### src/rtl/tcs3200_emulator.sv
// rtl/tcs3200_emulator.sv - TCS3200 colour sensor emulator producing a programmable square wave
module tcs3200_emulator #(
  parameter int PERIOD_W  = 16,
  parameter int DEF_RED   = 100,
  parameter int DEF_GREEN = 150,
  parameter int DEF_BLUE  = 200,
  parameter int DEF_WHITE = 120
) (
  input  logic                scaled_clock,
  input  logic                reset_n,
  input  logic                cs_S0,
  input  logic                cs_S1,
  input  logic                cs_S2,
  input  logic                cs_S3,
  input  logic                cs_en,
  input  logic                cfg_wr,
  input  logic [1:0]          cfg_sel,
  input  logic [PERIOD_W-1:0] cfg_data,
  output logic                cs_output,
  output logic [15:0]         edge_cnt
);

  localparam int PW = PERIOD_W + 6;

  typedef enum logic {IDLE, RUN} state_t;

  // Synchronizer bit order: {S0, S1, S2, S3, en}
  logic [4:0]          sync1, sync2;
  logic [3:0]          sel_prev;
  logic [PERIOD_W-1:0] base [4];
  logic [PERIOD_W-1:0] base_eff;
  logic [1:0]          chan;
  logic [1:0]          scale_s;
  logic                active;
  logic                restart;
  logic [PW-1:0]       mult;
  logic [PW-1:0]       p_raw;
  logic [PW-1:0]       p_calc;
  logic [PW-1:0]       p_lat;
  logic [PW-1:0]       l_cur;
  logic [PW-1:0]       cnt;
  logic [PW-1:0]       cnt_inc;
  state_t              state;

  // Two-flop synchronizers for the sensor control pins, plus last select for change detection
  always_ff @(posedge scaled_clock or negedge reset_n) begin
    if (!reset_n) begin
      sync1    <= '0;
      sync2    <= '0;
      sel_prev <= '0;
    end else begin
      sync1    <= {cs_S0, cs_S1, cs_S2, cs_S3, cs_en};
      sync2    <= sync1;
      sel_prev <= sync2[4:1];
    end
  end

  // Per-channel base period registers
  always_ff @(posedge scaled_clock or negedge reset_n) begin
    if (!reset_n) begin
      base[0] <= PERIOD_W'(DEF_RED);
      base[1] <= PERIOD_W'(DEF_GREEN);
      base[2] <= PERIOD_W'(DEF_BLUE);
      base[3] <= PERIOD_W'(DEF_WHITE);
    end else if (cfg_wr) begin
      base[cfg_sel] <= cfg_data;
    end
  end

  // Effective period from synchronized selects; a same-cycle write to the active channel is forwarded
  always_comb begin
    scale_s = sync2[4:3];
    case (sync2[2:1])
      2'b00:   chan = 2'd0;
      2'b11:   chan = 2'd1;
      2'b01:   chan = 2'd2;
      default: chan = 2'd3;
    endcase
    base_eff = (cfg_wr && (cfg_sel == chan)) ? cfg_data : base[chan];
    case (scale_s)
      2'b11:   mult = PW'(1);
      2'b10:   mult = PW'(5);
      2'b01:   mult = PW'(50);
      default: mult = PW'(0);
    endcase
    p_raw   = PW'(base_eff) * mult;
    p_calc  = (p_raw < PW'(2)) ? PW'(2) : p_raw;
    active  = !sync2[0] && (scale_s != 2'b00);
    restart = active && ((state == IDLE) || (sync2[4:1] != sel_prev));
    l_cur   = p_lat - (p_lat >> 1);
    cnt_inc = cnt + PW'(1);
  end

  // Output FSM: idle hold, restart, period boundary re-latch, and phase generation
  always_ff @(posedge scaled_clock or negedge reset_n) begin
    if (!reset_n) begin
      state     <= IDLE;
      cnt       <= '0;
      p_lat     <= PW'(2);
      cs_output <= 1'b0;
      edge_cnt  <= '0;
    end else if (!active) begin
      state     <= IDLE;
      cnt       <= '0;
      cs_output <= 1'b0;
    end else if (restart) begin
      state     <= RUN;
      cnt       <= '0;
      p_lat     <= p_calc;
      cs_output <= 1'b0;
    end else if (cnt == p_lat - PW'(1)) begin
      cnt       <= '0;
      p_lat     <= p_calc;
      cs_output <= 1'b0;
    end else begin
      cnt       <= cnt_inc;
      cs_output <= (cnt_inc >= l_cur);
      if (!cs_output && (cnt_inc >= l_cur)) begin
        edge_cnt <= edge_cnt + 16'd1;
      end
    end
  end

endmodule
### config.mk
export PLATFORM = sky130hd
export DESIGN_NAME = tcs3200_emulator
export DESIGN_NICKNAME = d
export VERILOG_FILES = /design/src/rtl/tcs3200_emulator.sv
export SDC_FILE = /design/constraint.sdc
export NUM_CORES = 1
export LEC_CHECK = 0
export BUFFER_PORTS_ARGS = -buffer_cell sky130_fd_sc_hd__buf_2
export CORE_ASPECT_RATIO = 0.6
export CORE_MARGIN = 10
export CORE_UTILIZATION = 61
export DETAILED_ROUTE_END_ITERATION = 8
export HOLD_SLACK_MARGIN = 0.06
export PLACE_DENSITY = 0.79
export SLEW_MARGIN = 25
export SYNTH_ARGS = -nofsm -noshare
export SYNTH_HDL_FRONTEND = slang
export SYNTH_SLANG_ARGS = --single-unit
### constraint.sdc
create_clock -name scaled_clock -period 15.15 [get_ports scaled_clock]
set_input_delay 0 -clock scaled_clock [delete_from_list [all_inputs] [get_ports scaled_clock]]
set_output_delay 0 -clock scaled_clock [all_outputs]
set_load 0.05 [all_outputs]
==> reports/qor.yml, run 1 <==
io_pins: 43
timing.final.hold_violations: 0
htree_num_levels: 4
holdBufCountCts: 24
numCtsBuffers: 17
viasPerCell: 5.864
die_x_um: 194.4
synth-async-reset-ratio_pct: 100.0
relSlewSlack_pct: 34.64
synth_top_family_by_area: "adder cells"
core_area_um2: 17970
hpwl_um: 19070
ys_top_cells_by_area: "dfrtp_1 (28%), ha_1 (13%), fa_1 (6.7%), mux2_2 (6.5%), xnor2_1 (4.7%)"
grt_pass1_wl_um: 42320
grt_overflow: 0
dr.pass1.iters: 5
setup-tns-final_ns: 0
mostFrequentLayoutCells: "dfrtp_1 (125), inv_1 (119), ha_1 (118)"
tightest_slew_ns: 0.9775
synth_cell_type_count: 76
cts-resized-gates: 0
min_path_type: "primary input to asynchronous set/reset pin"
cp_max_fo: 17
synthSimpleGateAreaFrac_pct: 13.81
busiest_layer: "met1"
end_kind: "register"
min_period_over_period_pct: 48.88
cts.sinks: 140
ant_nets: 0
critPathLaunch: "sync2[1]$_DFF_PN0_"
internal_power_w: 0.001150
cts.clk_slew.worst_paths_ns: 0.07
routabilityCongestion: 0.9539
crit_type: "register to register"
clock_latency_ns: 0.45
ys_seq_elements: 140
power_switching_w: 0.0008817
cts_tree: "built"
syn_to_final_growth_pct: 11.28
required_ns: 15.49
layout_commonest_cell: "dfrtp_1"
outcome: "finished clean"
fmax_mhz: 135.0
grt_util_all_layers_pct: 21.24
p_sw_share_pct: 43.41
start_util_pct: 61.91
rsz0062_at_grt: "false"
detail_route.wl_per_cell_um: 18.31
drc: 0
grtUsageMet2_pct: 30.52
yosys_warnings: 0
yosysSeqAreaShare_pct: 31.65
synth_edf_count: 0
routed_wl_um: 25750
drv_slew: 0
synth.mux.area_fraction_pct: 11.62
synthCells: 1090
rows: 38
synth_compound_area_share_pct: 9.187
p_clk_share_pct: 20.0
start_kind: "register"
pwr-share-comb_pct: 56.2
peakVddDrop_mv: 0.1019
clock_tree.buffer_depth: 2
max_cap_viol_count: 0
grt_use_met3_pct: 5.914
met1_usage_pct: 30.54
fin_crit_ns: 7.405
detail_route.iter0.violations: 689
antenna_found_initial: 0
grt_max_degree: 74
yosysTopAreaCell: "dfrtp_1"
totalPowerFinal_w: 0.002031
synth.top_cell.area_share_pct: 28.11
synth_area_um2: 11130
synth-xor-area-share_pct: 8.737
fillers: 1314
synth.avg_cell_area_um2: 10.21
drive_gt1_share_pct: 16.47
ys.flop_type: "dfrtp_1"
cts_root_buf: "clkbuf_16"
nets: 1334
grt_pass1_vias: 8153
die_area_um2: 24220
port_buffers: 42
p_seq_share_pct: 23.8
synth_nets: 1271
arrival_ns: 7.75
r2r-start: "sync2[1]$_DFF_PN0_"
fp.dieH_um: 124.6
cts_setup_buffers: 0
vias: 8245
p_leak_nw: 5.975
n_antenna_cell: 0
setup_viol: 0
p_per_area_nw_per_um2: 164.1
skew_ns: 0.01110
synthAdderAreaFrac_pct: 19.93
==> cells by family (layout without fill, tap and decap cells) <==
group	count (synthesis)	in the layout
AO/OA/AOI/OAI	147	147
XOR/XNOR	111	111
adder cells (fa/ha/maj)	155	155
buffers and inverters	146	222
flip-flops	140	140
multiplexers	101	101
AND/OR/NAND/NOR	290	290
==> routing by layer <==
layer | vias up | wire length, µm
met5 | - | 0
met4 | 0 | 377
met3 | 33 | 2035
met2 | 280 | 10880
met1 | 4037 | 12460
li1 | 3895 | -
==> final cells by class <==
class / count / area (µm²) / share of cell area, %
Multi-Input combinational cell: 804 / 7051 / 56.94
Sequential cell: 140 / 3522 / 28.45
Timing Repair Buffer: 71 / 498.0 / 4.022
Inverter: 119 / 446.7 / 3.608
Clock buffer: 18 / 439.2 / 3.547
Tap cell: 240 / 300.3 / 2.425
Clock inverter: 14 / 125.1 / 1.011
==> path summary, 6_finish.rpt <==
check	endpoint	slack [ns]	depth (start not counted)
worst max-delay path	p_lat[0]$_DFFE_PN0P_	7.74	23
worst max register to register	p_lat[0]$_DFFE_PN0P_	7.74	23
max in group asynchronous	edge_cnt[14]$_DFFE_PN0P_	13.92	3
worst min register to register	sync2[0]$_DFF_PN0_	0.35	0
min in group scaled_clock	sync1[4]$_DFF_PN0_	0.20	2
worst min-delay path	base[10]$_DFFE_PN0P_	0.10	2
==> synthesized netlist by cell type, drive strengths merged (4+ instances only) <==
master and number:
a21o 11, ha 118, mux2i 20, fa 37
dfrtp 125, nor2 65, nor4 14, nand3 27
xor2 51, clkbuf 21, o21ai 35, nor3b 4
and4 4, buf 6, mux2 65, a21oi 37
mux4 16, or3 8, a31oi 4, and3 15
nand4 9, nor3 9, nand2 52, dfstp 15
o21bai 10, or2 4, xnor2 60, and2 4
o211ai 4, nand3b 7, a211oi 5, o41ai 5
nand2b 28, nor2b 31, inv 119
==> power by group through the flow <==
stage                     logic, W  registers (W)  clock network, W
after global routing       0.00127       0.000488          0.000427
after floorplan           0.000874       0.000472                 0
after CTS                  0.00112       0.000481          0.000410
final                      0.00114       0.000483          0.000407
after global placement     0.00107       0.000483                 0
after detailed placement   0.00110       0.000487                 0
==> worst max-delay path: stages (launching register included) <==
cell and delay, ns:
dfrtp_1 0.41, inv_1 0.06, ha_1 0.83, xor2_1 0.24, nand3_2 0.51, mux2i_1 0.30
nor2_1 0.24, inv_1 0.11, fa_1 0.55, inv_1 0.06, fa_1 0.49, inv_1 0.06
fa_1 0.54, inv_1 0.05, ha_1 0.34, and3_1 0.21, a22o_1 0.31, o311a_4 0.41
or3_4 0.36, a2111oi_4 0.37, nand4_1 0.15, nor4_2 0.23, nand4_1 0.25, and2_1 0.22
==> through the flow <==
| step | util, % | worst slack, ns | instances | instance area, µm² | hold slack [ns] |
|---|---|---|---|---|---|
| final | 68.89 | 7.745 | 1406 | 12380 | 0.1013 |
| after global routing | 68.89 | 7.419 | 1406 | 12380 | 0.1681 |
| after CTS | 68.85 | 7.538 | 1406 | 12370 | 0.1334 |
| after detailed placement | 64.37 | 7.588 | 1350 | 11570 | 0.02391 |
| after global placement | 64.37 | 7.877 | 1350 | 11570 | 0.02897 |
| after floorplan | - | 8.642 | 1090 | 11130 | -0.2956 |
==> sequential cells by signal (all words and copies together), names as in the netlist <==
| register | cells |
|---|---|
| edge_cnt | 16 |
| p_lat | 22 |
| sel_prev | 4 |
| sync1 | 5 |
| state | 1 |
| cnt | 22 |
| cs_output | 1 |
| sync2 | 5 |
| base | 64 |
(Power assumes the default switching activity.)
==> inputs of run 2 (changes only) <==
- CORE_UTILIZATION: 61 -> 58
- PLACE_DENSITY: 0.79 -> 0.78
- clock period: 15.15 -> 6.75 ns (I/O delays scaled with it)
==> run 2 against run 1 <==
- clock skew decreased by 0.0016 ns
- critical path depth increased by 1
- clock-buffer cell count decreased by 1
- sequential power increased by 120%
- worst hold slack improved by 0.032 ns
- clock power increased by 130%
- flip-flop and latch count unchanged
- die area increased by 4.5%
- sequential share of layout area decreased by 0.22 points
- routed wire length increased by 0.15%
- global-route usage decreased by 0.22 points
- critical endpoint unchanged
- highest routed layer unchanged
==> reports/qor.yml, run 2 (synthesis results as in run 1) <==
max_stage_delay_ns: 0.53  # -0.30 ns
clock_tree.buffer_depth: 2  # unchanged
clock_latency_ns: 0.44  # about the same
cp_max_fo: 7  # -10
end_kind: "register"
critPathLaunch: "sync2[1]$_DFF_PN0_"
totalPowerFinal_w: 0.004623  # +130%
grt_util_all_layers_pct: 21.02  # -0.22 points
start_util_pct: 58.77  # -3.1 points
nets: 1339  # +0.37%
endpoint: "p_lat[0]$_DFFE_PN0P_"
die_area_um2: 25310  # +4.5%
r2r_slack_ns: 0.32  # -7.42 ns
drc: 0  # unchanged
core_area_um2: 18930  # +5.3%
dr.pass1.iters: 5  # unchanged
r2r-start: "sync2[1]$_DFF_PN0_"
setup-tns-final_ns: 0  # unchanged
start_kind: "register"
pwr-share-comb_pct: 56.0  # -0.2 points
drive_gt1_share_pct: 17.34  # +0.87 points
p_seq_share_pct: 23.4  # -0.4 points
cp.depth: 24  # +4.3%
detail_route.wl_per_cell_um: 18.20  # -0.63%
detail_route.iter0.violations: 590  # -14%
ant_nets: 0  # unchanged
io_pins: 43  # unchanged
vias: 8259  # +0.17%
r2r-end: "p_lat[0]$_DFFE_PN0P_"
p_sw_share_pct: 43.35  # -0.059 points
cts_setup_buffers: 0  # unchanged
peakVddDrop_mv: 0.2464  # +140%
mostFrequentLayoutCells: "dfrtp_1 (125), inv_1 (119), ha_1 (118)"
grt_pass1_vias: 8288  # +1.7%
tightest_slew_ns: 1.021  # +0.04311 ns
htree_num_levels: 4  # unchanged
fin_area_um2: 12480  # +0.78%
die_x_um: 198.8  # +2.3%
preCtsSetupSlack_ns: 0.3034  # -7.285 ns
relSlewSlack_pct: 31.75  # -2.9 points
required_ns: 7.08  # -8.41 ns
drv_slew: 0  # unchanged
cp_cell_sequence: "inv_1 -> ha_1 -> nor2_2 -> xor2_1 -> nand3_4 -> buf_4 -> mux2i_1 -> nand2b_1 -> fa_1 -> inv_1 -> fa_1 -> inv_1 -> fa_1 -> inv_1 -> ha_1 -> and3_1 -> a22o_1 -> o311a_4 -> or3_4 -> a2111oi_4 -> nand4_1 -> nor4_2 -> nand4_1 -> and2_1"
antenna_found_initial: 0  # unchanged
min_period_over_period_pct: 95.26  # +46 points
arrival_ns: 6.76  # -0.99 ns
max_cap_viol_count: 0  # unchanged
internal_power_w: 0.002619  # +130%
power_switching_w: 0.002004  # +130%
fp.dieH_um: 127.3  # +2.1%
postPlaceCellArea_um2: 11630  # +0.52%
crit_type: "register to register"
hpwl_um: 19280  # +1.1%
regMostFlops: "base"
syn_to_final_growth_pct: 12.14
p_leak_nw: 6.010  # +0.60%
cts.clk_slew.worst_paths_ns: 0.07  # about the same
cts_root_buf: "clkbuf_16"
reg_top3: "base: 64 flops, cnt: 22 flops, p_lat: 22 flops"
grt_max_degree: 76  # +2.7%
n_antenna_cell: 0  # unchanged
p_per_area_nw_per_um2: 370.4  # +130%
setup_viol: 0  # unchanged
cts.sinks: 140  # unchanged
rsz0062_at_grt: "false"
viasPerCell: 5.829  # -0.61%
port_buffers: 42  # unchanged
cp_common_cell: "inv_1"
setup_ws_ns: 0.3200  # -7.425 ns
layout_commonest_cell: "dfrtp_1"
rows: 39  # +2.6%
grt_overflow: 0  # unchanged
skew_ns: 0.009500  # -0.001597 ns
min_path_type: "primary input to asynchronous set/reset pin"
timing.final.hold_violations: 0  # unchanged
routed_wl_um: 25790  # +0.15%
grt_pass1_wl_um: 42820  # +1.2%
outcome: "finished clean"
fin_crit_ns: 6.430  # -0.9752 ns
fmax_mhz: 155.5  # +15%
numCtsBuffers: 17  # unchanged
largest_register_ff_count: 64  # unchanged
cp_slowest_cell: "fa_1"
r2r_cells: 24  # +4.3%
cp_top_family: "adder cells"
routabilityCongestion: 0.9410  # -1.4%
cts_tree: "built"
p_clk_share_pct: 20.6  # +0.6 points
crit_buf_inv: 5  # unchanged
## run 2: cell count changes in the layout (fill, tap and decap cells not counted), moves of 2 or more
cell and change:
nor2_2 +3, dlygate4sd3_1 -2, nor2_1 -3, buf_4 +7
inv_6 +2
## run 2: how the worst min path moves through the flow
stage,startpoint,end,slack (ns),cells past startpoint
6_report,reset_n,base[9]$_DFFE_PN0P_,0.13,2
2_1_floorplan,reset_n,base[0]$_DFFE_PN0P_,-0.30,0
5_1_grt,reset_n,base[30]$_DFFE_PN0P_,0.20,2
4_1_cts,reset_n,base[13]$_DFFE_PN0P_,0.15,2
3_3_place_gp,reset_n,base[13]$_DFFE_PN0P_,0.04,1
3_5_place_dp,reset_n,base[13]$_DFFE_PN0P_,0.05,1
## run 2: power groups by stage
stage	Combinational [W]	Sequential, W	Clock (W)
after detailed placement	0.00249	0.00109	0
final	0.00259	0.00108	0.000953
after global routing	0.00288	0.00109	0.000999
after global placement	0.00240	0.00108	0
after CTS	0.00254	0.00108	0.000959
after floorplan	0.00196	0.00106	0
## run 2: per-stage QoR
stage | hold slack, ns | utilization, % | cells
6_report | 0.1333 | 65.91 | 1417
5_1_grt | 0.1965 | 65.91 | 1417
4_1_cts | 0.1543 | 65.72 | 1417
3_5_place_dp | 0.04625 | 61.42 | 1363
3_3_place_gp | 0.03995 | 61.42 | 1363
2_1_floorplan | -0.2956 | - | 1090
## run 2: layer usage
layer,routed length [µm],part of all wire [%],track usage (%)
met3,1775,6.9,5.270
met4,235,0.91,4.734
met2,10800,42,29.98
met1,12970,50,31.23
met5,0,0,0
## run 2: worst register-to-register path, cell delays in order, from the launching register on
cell and delay [ns]:
dfrtp_1 0.43, inv_1 0.07, ha_1 0.20, nor2_2 0.20, xor2_1 0.26, nand3_4 0.19, buf_4 0.23, mux2i_1 0.17
nand2b_1 0.18, fa_1 0.49, inv_1 0.05, fa_1 0.47, inv_1 0.05, fa_1 0.53, inv_1 0.04, ha_1 0.33
and3_1 0.20, a22o_1 0.29, o311a_4 0.40, or3_4 0.36, a2111oi_4 0.34, nand4_1 0.15, nor4_2 0.24, nand4_1 0.24
and2_1 0.22
## run 2: repair_timing
action / CTS / global route
endpoints found under the hold margin: 134 / 0
setup endpoints to repair: 0 / 2
hold buffers: 22 / 0
resized for setup: 0 / 9
## run 2: layout make-up
cell class	instances	area, µm²
Multi-Input combinational cell	804	7069
Fill cell	1422	6455
Sequential cell	140	3522
Timing Repair Buffer	76	539.3
Inverter	119	446.7
Clock buffer	17	425.4
Tap cell	246	307.8
Clock inverter	15	167.7
==> inputs of run 3 (changes only) <==
- CTS_CLUSTER_SIZE: not set -> 24
- GPL_TIMING_DRIVEN: not set -> 0
==> run 3 against run 2 <==
- cell area grew 0.96%
- clock skew increased by 0.0023 ns
- global-route usage grew 1.1 points
- routed wire length increased by 5.9%
- clock-buffer cell count grew 2
- non-clock buffer count increased by 20
- die area did not move
- power fell by 0.75%
- register-to-register slack got worse by 0.13 ns
- combinational power about the same
- critical endpoint unchanged
- largest power group unchanged
==> reports/qor.yml, run 3 (synthesis results as in run 1) <==
crit_type: "register to register"
min_path_type: "primary input to asynchronous set/reset pin"
rows: 39  # unchanged
p_per_area_nw_per_um2: 364.2  # -1.7%
nets: 1359  # +1.5%
tightest_slew_ns: 1.085  # +0.06475 ns
required_ns: 7.09  # about the same
regArea_um2: 3522  # unchanged
port_buffers: 39  # -7.1%
vias: 8596  # +4.1%
io_pins: 43  # unchanged
skew_ns: 0.01181  # +0.002307 ns
r2r_slack_ns: 0.19  # -0.13 ns
setup_viol: 0  # unchanged
die_x_um: 198.8  # unchanged
layout_commonest_cell: "dfrtp_1"
fillers: 1432  # +0.70%
setup-tns-final_ns: 0  # unchanged
grt_max_degree: 83  # +9.2%
ant_nets: 0  # unchanged
dr.pass1.iters: 5  # unchanged
core_area_um2: 18930  # unchanged
cp_slowest_cell: "fa_1"
viasPerCell: 5.974  # +2.5%
numCtsBuffers: 17  # unchanged
grt_overflow: 0  # unchanged
reg_top3: "base: 64 flops, cnt: 22 flops, p_lat: 22 flops"
p_leak_nw: 6.031  # +0.34%
max_cap_viol_count: 0  # unchanged
routabilityCongestion: 0.9534  # +1.3%
grt_util_all_layers_pct: 22.08  # +1.1 points
grt_pass1_vias: 8498  # +2.5%
end_kind: "register"
drv_slew: 0  # unchanged
arrival_ns: 6.89  # +0.13 ns
start_util_pct: 58.77  # unchanged
detail_route.iter0.violations: 771  # +31%
outcome: "finished clean"
cp_cell_sequence: "inv_1 -> ha_4 -> nor2_4 -> buf_12 -> mux4_2 -> mux2i_2 -> nor2_2 -> inv_1 -> fa_1 -> fa_1 -> fa_1 -> inv_1 -> ha_1 -> and3_1 -> a22o_1 -> o311a_4 -> or3_4 -> a2111oi_4 -> nand4_1 -> nor4_2 -> nand4_1 -> buf_4 -> and2_1"
die_area_um2: 25310  # unchanged
relSlewSlack_pct: 26.97  # -4.8 points
setup_ws_ns: 0.1913  # -0.1287 ns
detail_route.wl_per_cell_um: 18.98  # +4.3%
mostFrequentLayoutCells: "dfrtp_1 (125), inv_1 (119), ha_1 (117)"
wl_met1_um: 13090  # +0.92%
cp_max_fo: 9  # +2
largest_register_ff_count: 64  # unchanged
clock_tree.buffer_depth: 2  # unchanged
met2_length_um: 11400  # +5.5%
totalPowerFinal_w: 0.004588  # -0.75%
fin_crit_ns: 6.559  # +0.1287 ns
antenna_found_initial: 1  # +1
preCtsSetupSlack_ns: -1.273  # -1.577 ns
peakVddDrop_mv: 0.2405  # -2.4%
fmax_mhz: 152.5  # -2.0%
regMostFlops: "base"
htree_num_levels: 4  # unchanged
wl_met3_um: 2451  # +38%
multi_input_comb_area_um2: 7113  # +0.62%
worst_hold_slack_ns: 0.07281  # -0.06046 ns
crit_buf_inv: 5  # unchanged
cp.depth: 23  # -4.2%
fp.dieH_um: 127.3  # unchanged
cts.clk_slew.worst_paths_ns: 0.06  # about the same
min_period_over_period_pct: 97.17  # +1.9 points
cts_root_buf: "clkbuf_16"
syn_to_final_growth_pct: 13.22
cts_tree: "built"
r2r_cells: 23  # -4.2%
routed_wl_um: 27320  # +5.9%
max_stage_delay_ns: 0.55  # +0.02 ns
timing.final.hold_violations: 0  # unchanged
start_kind: "register"
cts.sinks: 140  # unchanged
drc: 0  # unchanged
top_layer: "met4"
drive_gt1_share_pct: 17.72  # +0.38 points
hpwl_um: 20100  # +4.3%
clock_latency_ns: 0.45  # about the same
grt_pass1_wl_um: 44370  # +3.6%
cp_top_family: "adder cells"
-- run 3: worst paths after layout --
check,end,startpoint
worst min-delay path,base[8]$_DFFE_PN0P_,reset_n
min in group scaled_clock,sync1[3]$_DFF_PN0_,cs_S1
max in group asynchronous,p_lat[1]$_DFFE_PN1P_,reset_n
worst max-delay path,p_lat[0]$_DFFE_PN0P_,sync2[1]$_DFF_PN0_
worst max register to register,p_lat[0]$_DFFE_PN0P_,sync2[1]$_DFF_PN0_
worst min register to register,sync2[4]$_DFF_PN0_,sync1[4]$_DFF_PN0_
-- run 3: repair_timing --
item / CTS / global route
pin swaps: 2 / 4
buffers inserted: 4 / 4
hold endpoints to repair: 194 / 0
hold buffers: 22 / 0
resized for setup: 15 / 12
cloned: 0 / 0
endpoints found under the setup margin: 11 / 2
-- run 3: per-stage QoR --
step	instance area, µm²	instances	utilization (%)
6_report	12600	1439	66.54
5_1_grt	12590	1437	66.51
4_1_cts	12520	1433	66.10
3_5_place_dp	11670	1376	61.65
3_3_place_gp	11630	1375	61.43
2_1_floorplan	11130	1090	-
-- run 3: final cells by class --
class	count	share of cell area (%)
buffer	26	1.122
antenna	2	0.03973
timing repair buffer	70	4.072
clock inverter	13	0.8442
tap	246	2.443
inverter	119	3.546
multi-input combinational	804	56.46
sequential	140	27.96
clock buffer	19	3.516
-- run 3: where the power goes --
| group | switching, W | internal [W] | leakage (nW) |
|---|---|---|---|
| sequential | 0.000101 | 0.000981 | 1.74 |
| clock | 0.000410 | 0.000488 | 0.267 |
| combinational | 0.00148 | 0.00112 | 4.03 |
| total | 0.00200 | 0.00259 | 6.03 |
-- run 3: per-layer routing --
metal / global-route usage (%) / vias up
met5: 0 / -
met4: 6.253 / 0
met3: 5.401 / 38
met2: 30.95 / 356
met1: 32.86 / 4260
li1: - / 3942
